[config.mk]
export PLATFORM = sky130hd
export DESIGN_NAME = qsfp_tx_arbiter
export DESIGN_NICKNAME = d
export VERILOG_FILES = /design/src/rtl/qsfp_tx_arbiter_pkg.sv /design/src/rtl/qsfp_tx_arbiter_axis_out_reg.sv /design/src/rtl/qsfp_tx_arbiter.sv
export SDC_FILE = /design/constraint.sdc
export NUM_CORES = 1
export LEC_CHECK = 0
export CAP_MARGIN = 0
export CORE_AREA = 2 2 620 622
export CTS_CLUSTER_SIZE = 40
export DETAILED_ROUTE_END_ITERATION = 16
export DIE_AREA = 0 0 622 624
export PLACE_DENSITY = 0.3
export REMOVE_ABC_BUFFERS = 1
export SYNTH_ARGS = -nofsm -noshare
export SYNTH_HDL_FRONTEND = slang
export SYNTH_SLANG_ARGS = --single-unit
[constraint.sdc]
create_clock -name clock -period 2.2 [get_ports clock]
set_input_delay 0.44 -clock clock [delete_from_list [all_inputs] [get_ports clock]]
set_output_delay 0.44 -clock clock [all_outputs]
set_load 0.01 [all_outputs]
[src/rtl/qsfp_tx_arbiter_pkg.sv]
// Shared encodings for the QSFP transmit arbiter and the status blocks that read its counters.
package qsfp_tx_arbiter_pkg;

    typedef enum logic [1:0] {
        ARB_IDLE   = 2'd0,
        ARB_GRANT0 = 2'd1,
        ARB_GRANT1 = 2'd2
    } arb_state_e;

    // Source indices as they appear on OUT_AXIS_TUSER and in the status registers.
    localparam logic SRC_GEN = 1'b0;
    localparam logic SRC_AUX = 1'b1;

endpackage

[src/rtl/qsfp_tx_arbiter_axis_out_reg.sv]
// One-deep registered AXI-Stream output stage with a ready-through path toward the arbiter.
module axis_out_reg #(
    parameter int DATA_W = 512
) (
    input  logic              clock,
    input  logic              resetn,
    input  logic              load,
    input  logic [DATA_W-1:0] load_data,
    input  logic              load_last,
    input  logic              load_user,
    output logic              load_ready,
    output logic [DATA_W-1:0] m_tdata,
    output logic              m_tvalid,
    output logic              m_tlast,
    output logic              m_tuser,
    input  logic              m_tready
);

    // Handshake: a beat moves when valid && ready on the same edge; once valid is high the
    // register holds data/last/user unchanged until ready is seen. A new beat may be loaded
    // in the same cycle the current one leaves, so the stage sustains one beat per clock.
    assign load_ready = !m_tvalid || m_tready;

    always_ff @(posedge clock or negedge resetn) begin
        if (!resetn) begin
            m_tdata  <= '0;
            m_tvalid <= 1'b0;
            m_tlast  <= 1'b0;
            m_tuser  <= 1'b0;
        end else if (load) begin
            m_tdata  <= load_data;
            m_tvalid <= 1'b1;
            m_tlast  <= load_last;
            m_tuser  <= load_user;
        end else if (m_tready) begin
            m_tvalid <= 1'b0;
        end
    end

endmodule

[src/rtl/qsfp_tx_arbiter.sv]
// Packet-atomic round-robin arbiter merging two AXI-Stream sources onto the QSFP TX stream.
module qsfp_tx_arbiter
    import qsfp_tx_arbiter_pkg::*;
#(
    parameter int DATA_W = 512,
    parameter int CNT_W  = 32
) (
    input  logic              clock,
    input  logic              resetn,
    input  logic [DATA_W-1:0] S0_AXIS_TDATA,
    input  logic              S0_AXIS_TVALID,
    input  logic              S0_AXIS_TLAST,
    output logic              S0_AXIS_TREADY,
    input  logic [DATA_W-1:0] S1_AXIS_TDATA,
    input  logic              S1_AXIS_TVALID,
    input  logic              S1_AXIS_TLAST,
    output logic              S1_AXIS_TREADY,
    output logic [DATA_W-1:0] OUT_AXIS_TDATA,
    output logic              OUT_AXIS_TVALID,
    output logic              OUT_AXIS_TLAST,
    output logic              OUT_AXIS_TUSER,
    input  logic              OUT_AXIS_TREADY,
    output logic [CNT_W-1:0]  pkt_count0,
    output logic [CNT_W-1:0]  pkt_count1,
    output logic              busy,
    output logic [1:0]        state_dbg
);

    localparam logic [CNT_W-1:0] CNT_ONE = CNT_W'(1);

    arb_state_e state, state_next;
    logic       last_grant;
    logic       slot_ready;
    logic       accept0, accept1;
    logic       load;

    // TREADY depends only on state and the output slot, never on the source TVALIDs.
    assign S0_AXIS_TREADY = (state == ARB_GRANT0) && slot_ready;
    assign S1_AXIS_TREADY = (state == ARB_GRANT1) && slot_ready;

    assign accept0 = S0_AXIS_TVALID && S0_AXIS_TREADY;
    assign accept1 = S1_AXIS_TVALID && S1_AXIS_TREADY;
    assign load    = accept0 || accept1;

    assign busy      = (state != ARB_IDLE);
    assign state_dbg = state;

    always_comb begin
        state_next = state;
        case (state)
            ARB_IDLE: begin
                if (S0_AXIS_TVALID && S1_AXIS_TVALID) begin
                    state_next = (last_grant == SRC_GEN) ? ARB_GRANT1 : ARB_GRANT0;
                end else if (S0_AXIS_TVALID) begin
                    state_next = ARB_GRANT0;
                end else if (S1_AXIS_TVALID) begin
                    state_next = ARB_GRANT1;
                end
            end
            ARB_GRANT0: begin
                if (accept0 && S0_AXIS_TLAST) begin
                    if (S1_AXIS_TVALID)      state_next = ARB_GRANT1;
                    else if (S0_AXIS_TVALID) state_next = ARB_GRANT0;
                    else                     state_next = ARB_IDLE;
                end
            end
            ARB_GRANT1: begin
                if (accept1 && S1_AXIS_TLAST) begin
                    if (S0_AXIS_TVALID)      state_next = ARB_GRANT0;
                    else if (S1_AXIS_TVALID) state_next = ARB_GRANT1;
                    else                     state_next = ARB_IDLE;
                end
            end
            default: state_next = ARB_IDLE;
        endcase
    end

    always_ff @(posedge clock or negedge resetn) begin
        if (!resetn) begin
            state      <= ARB_IDLE;
            last_grant <= SRC_AUX;
        end else begin
            state <= state_next;
            if (state_next == ARB_GRANT0)      last_grant <= SRC_GEN;
            else if (state_next == ARB_GRANT1) last_grant <= SRC_AUX;
        end
    end

    always_ff @(posedge clock or negedge resetn) begin
        if (!resetn) begin
            pkt_count0 <= '0;
            pkt_count1 <= '0;
        end else begin
            if (accept0 && S0_AXIS_TLAST) pkt_count0 <= pkt_count0 + CNT_ONE;
            if (accept1 && S1_AXIS_TLAST) pkt_count1 <= pkt_count1 + CNT_ONE;
        end
    end

    axis_out_reg #(
        .DATA_W (DATA_W)
    ) u_out_reg (
        .clock      (clock),
        .resetn     (resetn),
        .load       (load),
        .load_data  (accept1 ? S1_AXIS_TDATA : S0_AXIS_TDATA),
        .load_last  (accept1 ? S1_AXIS_TLAST : S0_AXIS_TLAST),
        .load_user  (accept1 ? SRC_AUX : SRC_GEN),
        .load_ready (slot_ready),
        .m_tdata    (OUT_AXIS_TDATA),
        .m_tvalid   (OUT_AXIS_TVALID),
        .m_tlast    (OUT_AXIS_TLAST),
        .m_tuser    (OUT_AXIS_TUSER),
        .m_tready   (OUT_AXIS_TREADY)
    );

endmodule

# ---- Word-level counts from Yosys, hierarchy flattened
# Cells that the tools add are included.
dict set report totals {
  latchBits 0
  register_bits 582
  romBits 0
  input_bits 1031
  wordCells 46
  n_memories 0
  ramBits 0
}
dict set report op_classes {
  eq_ne 4
  magnitude_cmp 0
  multipliers 0
  div 0
  add_sub_neg 2
  shifts 0
  mux 18
  n_bitwise 0
  reduce_logical 14
}
# cell n
set ops {}
lappend ops {{2-to-1 mux 512 bit} 1}
lappend ops {{adder 32 x 1 -> 32 bit (second input constant)} 2}
lappend ops {{2-to-1 mux 2 bit} 9}
lappend ops {{logical AND 1 bit} 7}
lappend ops {{2-to-1 mux 1 bit} 7}
lappend ops {{case mux 2 bit (3 select lines)} 1}
lappend ops {{nonzero test 2 bit} 3}
lappend ops {{equality test 2 x 1 -> 1 bit (second input constant)} 2}
lappend ops {{equality test 2 bit (second input constant)} 2}
lappend ops {{zero test 2 bit} 1}
lappend ops {{logical OR 1 bit} 2}
lappend ops {{zero test 1 bit} 1}

# ---- Depth between registers and ports, before layout
# Gate-level depths: netlist (run 1).
dict set report logic_depth {
  ltp_word 10
  depth_mapped 8
  depth_no_buf 7
}

# ---- Hierarchy
# Synthesis (run 1) repeated with hierarchy kept, for this count alone.
dict set report hier_totals {
  cells_unflattened 3026
  area_unflattened_um2 29901.2
}
# module seq_area_each_um2 cells_each n_inst area_per_inst_um2
set by_module_without_submodules {}
lappend by_module_without_submodules {axis_out_reg 12887.4 1088 1 20529.7}
lappend by_module_without_submodules {qsfp_tx_arbiter 1677.9 1938 1 9371.5}

# ---- Worst setup path before layout (run 1)
# Ideal clock, no wire load.
dict set report synth_path {
  kind {register -> register}
  start {reg state[0] (netlist: state_dbg[0])}
  end {reg last_grant}
  path_slack_ns 0.211
  arrival_time_ns 1.914
  path_buffers 1
  stages_incl_launch_ff 9
  path_cell_list {dfrtp_1 > and2b_1 > and3_1 > buf_2 > nand2_1 > o21ai_0 > a22o_2 > ha_1 > mux2i_1}
}
dict set report synth_between {
  elab_chain_cells 8
}
# item line_no
set synth_rtl {}
lappend synth_rtl {{start, declared} qsfp_tx_arbiter.sv:31} ;# arb_state_e state, state_next;
lappend synth_rtl {{start signal, assigned} qsfp_tx_arbiter.sv:83} ;# state <= state_next;
lappend synth_rtl {{equality test 2 bit / equality test 2 x 1 -> 1 bit (equally long branches)} {qsfp_tx_arbiter.sv:39, qsfp_tx_arbiter.sv:50, qsfp_tx_arbiter.sv:38}}
lappend synth_rtl {{logical AND 1 bit (on tied branches)} {qsfp_tx_arbiter.sv:39, qsfp_tx_arbiter.sv:38}}
lappend synth_rtl {{logical AND 1 bit (on tied branches)} {qsfp_tx_arbiter.sv:42, qsfp_tx_arbiter.sv:41}}
lappend synth_rtl {{logical AND 1 bit (on tied branches)} {qsfp_tx_arbiter.sv:68, qsfp_tx_arbiter.sv:61}}
lappend synth_rtl {{2-to-1 mux 2 bit (on tied branches)} {qsfp_tx_arbiter.sv:68, qsfp_tx_arbiter.sv:61}}
lappend synth_rtl {{case mux 2 bit (3 select lines) *} qsfp_tx_arbiter.sv:50} ;# case (state)
lappend synth_rtl {{via state_next[0]} qsfp_tx_arbiter.sv:31}
lappend synth_rtl {{equality test 2 x 1 -> 1 bit / equality test 2 bit (equally long branches)} {qsfp_tx_arbiter.sv:84, qsfp_tx_arbiter.sv:85}}
lappend synth_rtl {{2-to-1 mux 1 bit / nonzero test 2 bit (equally long branches)} -}
lappend synth_rtl {{end signal, assigned} qsfp_tx_arbiter.sv:81} ;# last_grant <= SRC_AUX;
lappend synth_rtl {{end signal, assigned} qsfp_tx_arbiter.sv:84} ;# if (state_next == ARB_GRANT0) last_grant <= SRC_GEN;
lappend synth_rtl {{end signal, assigned} qsfp_tx_arbiter.sv:85} ;# else if (state_next == ARB_GRANT1) last_grant <= SRC_AUX;
lappend synth_rtl {{end, declared} qsfp_tx_arbiter.sv:32} ;# logic last_grant;
# Mark *: on every way through the listed nets, which the timed path passes. The rest lies on a longest branch.
# A chain may end at the register's enable or synchronous reset.

# ---- Worst setup path in the final report (run 1)
dict set report layout_path {
  start {reg u_out_reg.m_tvalid}
  end {out S0_AXIS_TREADY}
}
dict set report layout_between {
  elab_chain_cells 3
}
# item line_no
set layout_rtl {}
lappend layout_rtl {{start, declared} qsfp_tx_arbiter_axis_out_reg.sv:13} ;# output logic m_tvalid,
lappend layout_rtl {{start signal, assigned} qsfp_tx_arbiter_axis_out_reg.sv:27} ;# m_tvalid <= 1'b0;
lappend layout_rtl {{start signal, assigned} qsfp_tx_arbiter_axis_out_reg.sv:32} ;# m_tvalid <= 1'b1;
lappend layout_rtl {{start signal, assigned} qsfp_tx_arbiter_axis_out_reg.sv:36} ;# m_tvalid <= 1'b0;
lappend layout_rtl {{zero test 1 bit} qsfp_tx_arbiter_axis_out_reg.sv:22} ;# assign load_ready = !m_tvalid || m_tready;
lappend layout_rtl {{logical OR 1 bit} qsfp_tx_arbiter_axis_out_reg.sv:22}
lappend layout_rtl {{logical AND 1 bit} qsfp_tx_arbiter.sv:38} ;# assign S0_AXIS_TREADY = (state == ARB_GRANT0) && slot_ready;
lappend layout_rtl {{end, declared} qsfp_tx_arbiter.sv:13} ;# output logic S0_AXIS_TREADY,
# Every way passes these cells.

==> results.toml, run 1 <==
[worst_setup_path]
start_kind = "flop"
path_max_fanout = 3
cp.arrival_ps = 1840
setup.worst_path.class = "reg2out"
end_kind = "output port"
worstPathRequired_ps = 1760
r2r_cells = 10

[synth]
syn_area_sq_um = 26000
seq_area_frac_synth_pct = 55.9
ys_warn_count = 0
syn_avg_cell_area_sq_um = 8.44
synth_top_area_share_pct = 55.8
synth.largest_area_cell = "dfrtp_1"
synth_area_leaders = "dfrtp_1 (56%), nand2_1 (15%), a31oi_1 (12%)"
ys_ff_latch = 582
syn_inst = 3087
yosys.cell_types.count = 39

[global_routing]
grt_pass1_wl_microns = 366000
antenna_found_initial = 246
grt_max_degree = 72
track_usage_pct = 14.5
grt-ovfl-total = 0
grt_pass1_vias = 32156

[timing]
final-hold-violation-count = 0
fmax_mhz = 439
skew_ps = 51.9
setup_violations = 1
rsz0062_at_grt = "yes"
tightest_slew_ps = 538
finalWorstSetupSlack_ps = -78.1
post-route-period-util_pct = 104
slew_headroom_pct = 64.1
fin_crit_ps = 2280
maxSlewViolCount = 0

[final_layout]
area_delta_synth_final_pct = 105
seq_area_sq_um = 14600
layout.nets = 5897
drive_gt1_share_pct = 11.1
fin_area_sq_um = 53500
fillers = 43709
multi_input_comb_area_sq_um = 10600

[die]
initial_core_util_pct = 6.83
die-width_microns = 622
coreArea_sq_um = 381000
num_rows = 227
pin_count = 1615
dieArea_sq_um = 388000
die_height_microns = 624

[outcome]
status = "finished with violations"
violations = "negative setup slack"

[cts]
cts_max_level = 3
cts_root_buf = "clkbuf_16"
cts_sinks = 582
clk_latency_ps = 820
cts_made_buffers = 89
cts_tree = "built"
clk_pin_slew_ps = 60
cts_buffer_depth = 4

[drt]
wl_per_cell_microns = 29.1
ant_nets = 0
drt_iter0_markers = 2102
wl_microns = 291000
via_per_inst = 3.16
drcViolationCount = 0
first_pass_iters = 5
num_vias = 31623

[power_and_ir_drop]
clkPwrFrac_pct = 22.4
comb_power_share_pct = 48.3
power_density_nw_per_um2 = 1200
peakVddDrop_uv = 553
power.leakage_uw = 0.0212
swShare_pct = 42.3
switchingPower_uw = 27100
seq_power_share_pct = 29.3
p_int_uw = 37000
total_power_uw = 64200

[placed_design]
place_area_sq_um = 50200
port_buffers = 1614
gp_congestion = 0.937
hpwl_microns = 252000
dp_slack_ps = -645

[min_path]
worstHoldPathType = "in2async"

[run]
drv_cap = 0
## critical path, stage by stage (launching register included)
cell and delay (ps):
dfrtp_2 400, nor2b_4 130, buf_6 120, nor2_4 100, buf_6 140, buf_12 120
## area by class of cell
| cell class | count | area share, % |
|---|---|---|
| antenna | 54 | 0.253 |
| sequential | 582 | 27.3 |
| clock buffer | 131 | 4.78 |
| multi-input combinational | 2272 | 19.8 |
| inverter | 4 | 0.0281 |
| tap | 5038 | 11.8 |
| timing repair buffer | 1914 | 35.7 |
| clock inverter | 20 | 0.377 |
## through the flow
step | util (%) | hold slack, ps | instances | TNS [ps]
after floorplan | - | 144 | 2858 | -
after global placement | 13.2 | 439 | 9763 | -264790
after detailed placement | 13.2 | 431 | 9763 | -262770
after CTS | 13.9 | 63.2 | 9951 | -548
after global routing | 14.0 | 99.2 | 9977 | -867
final | 14.0 | 170 | 10015 | -78.1
## routing by layer
layer	vias to the layer above	part of all wire [%]	track usage, %
met2	1501	48	25.2
met5	-	0.30	0
met4	124	2.6	2.92
li1	13980	-	-
met1	15492	38	16.1
met3	526	10	6.60
## flip-flops by register name, indices dropped and copies added (netlist names)
signal              cells
state_dbg               2
u_out_reg.m_tuser       1
pkt_count0             32
u_out_reg.m_tvalid      1
pkt_count1             32
u_out_reg.m_tlast       1
u_out_reg.m_tdata     512
last_grant              1
## power by group through the flow
stage               combinational, uW  clock, uW  sequential (uW)
floorplan                        5220          0            14800
global placement                33300          0            19000
detailed placement              33400          0            19100
CTS                             31500      15100            18800
global route                    33600      15400            19400
finish                          31000      14400            18800
## kinds of logic (layout without fill, tap and decap cells)
family / after synthesis / after routing / synth area share (%)
flops: 582 / 582 / 55.9
fa+ha+maj: 3 / 3 / 0.144
simple gates: 1686 / 1686 / 25.3
compound gates: 519 / 519 / 12.5
other cells: 0 / 54 / 0
mux: 2 / 2 / 0.0817
buf+inv: 233 / 2069 / 3.96
xor+xnor: 62 / 62 / 2.09
## path summary, 6_finish.rpt
| path | end | slack (ps) | startpoint |
|---|---|---|---|
| setup / recovery | S0_AXIS_TREADY | -80 | u_out_reg.m_tvalid |
| min in group clock | u_out_reg.m_tdata[56] | 180 | S0_AXIS_TDATA[56] |
| max in group asynchronous | u_out_reg.m_tdata[337] | 1020 | resetn |
| hold reg to reg | pkt_count0[31] | 480 | pkt_count0[31] |
| hold / removal | u_out_reg.m_tdata[427] | 170 | resetn |
| setup reg to reg | u_out_reg.m_tdata[482] | 60 | state_dbg[0] |
## placed cells by master (no fill, tap or decap), types with 5 or more instances in the layout
master and n:
nand2_1 1055, clkdlybuf4s50_1 1030, dfrtp_1 556, dlygate4sd2_1 527
a31oi_1 513, nor2_1 510, buf_4 208, clkbuf_16 94
buf_12 64, diode_2 54, xnor2_1 39, clkbuf_1 25
dfrtp_2 25, nand3_1 23, xor2_1 23, buf_6 23
nand4_1 21, nor2_2 19, clkdlybuf4s15_2 19, clkbuf_8 17
buf_16 15, and3_1 12, clkinv_2 11, clkdlybuf4s15_1 10
buf_8 8, nor4_1 5, nor3_1 5
## synth_stat cells
master / n
dfrtp_1: 581
nand2_1: 1059
or4_4: 1
clkbuf_1: 95
xor2_1: 23
o21ai_0: 2
xnor2_1: 39
and3_2: 2
nand3_1: 23
and2_0: 1
nor2b_4: 1
nor4b_2: 1
and2_1: 2
and3_1: 13
and2b_1: 1
buf_1: 14
mux2_2: 1
and2_2: 1
or4b_4: 1
nand2b_1: 3
nor2_1: 532
nor2b_1: 5
inv_1: 4
buf_6: 1
nor4_4: 1
ha_1: 3
or2_2: 1
nor3_2: 2
and4_1: 3
nor4_1: 5
nand4_1: 21
a22o_2: 1
a31oi_1: 513
dfstp_2: 1
mux2i_1: 1
a22o_1: 1
a22oi_1: 2
buf_2: 119
nor3_1: 7
## what timing repair did
| item | CTS | global route |
|---|---|---|
| setup buffers | 31 | 8 |
| hold buffers | 1 | 0 |
| gates resized for setup | 682 | 62 |
| hold endpoints to repair | 184 | 0 |
| cloned | 6 | 5 |
| pin swaps | 6 | 7 |
| endpoints found under the setup margin | 762 | 158 |
Power figures use the tool's default switching activity.
==> run 2: changes to the inputs <==
ABC_CLOCK_PERIOD_IN_PS = 2200   (was unset)
SLEW_MARGIN = 40   (was unset)
==> results of run 2 <==
Same layout as run 1: the final DEF is identical, and so are final timing and power.
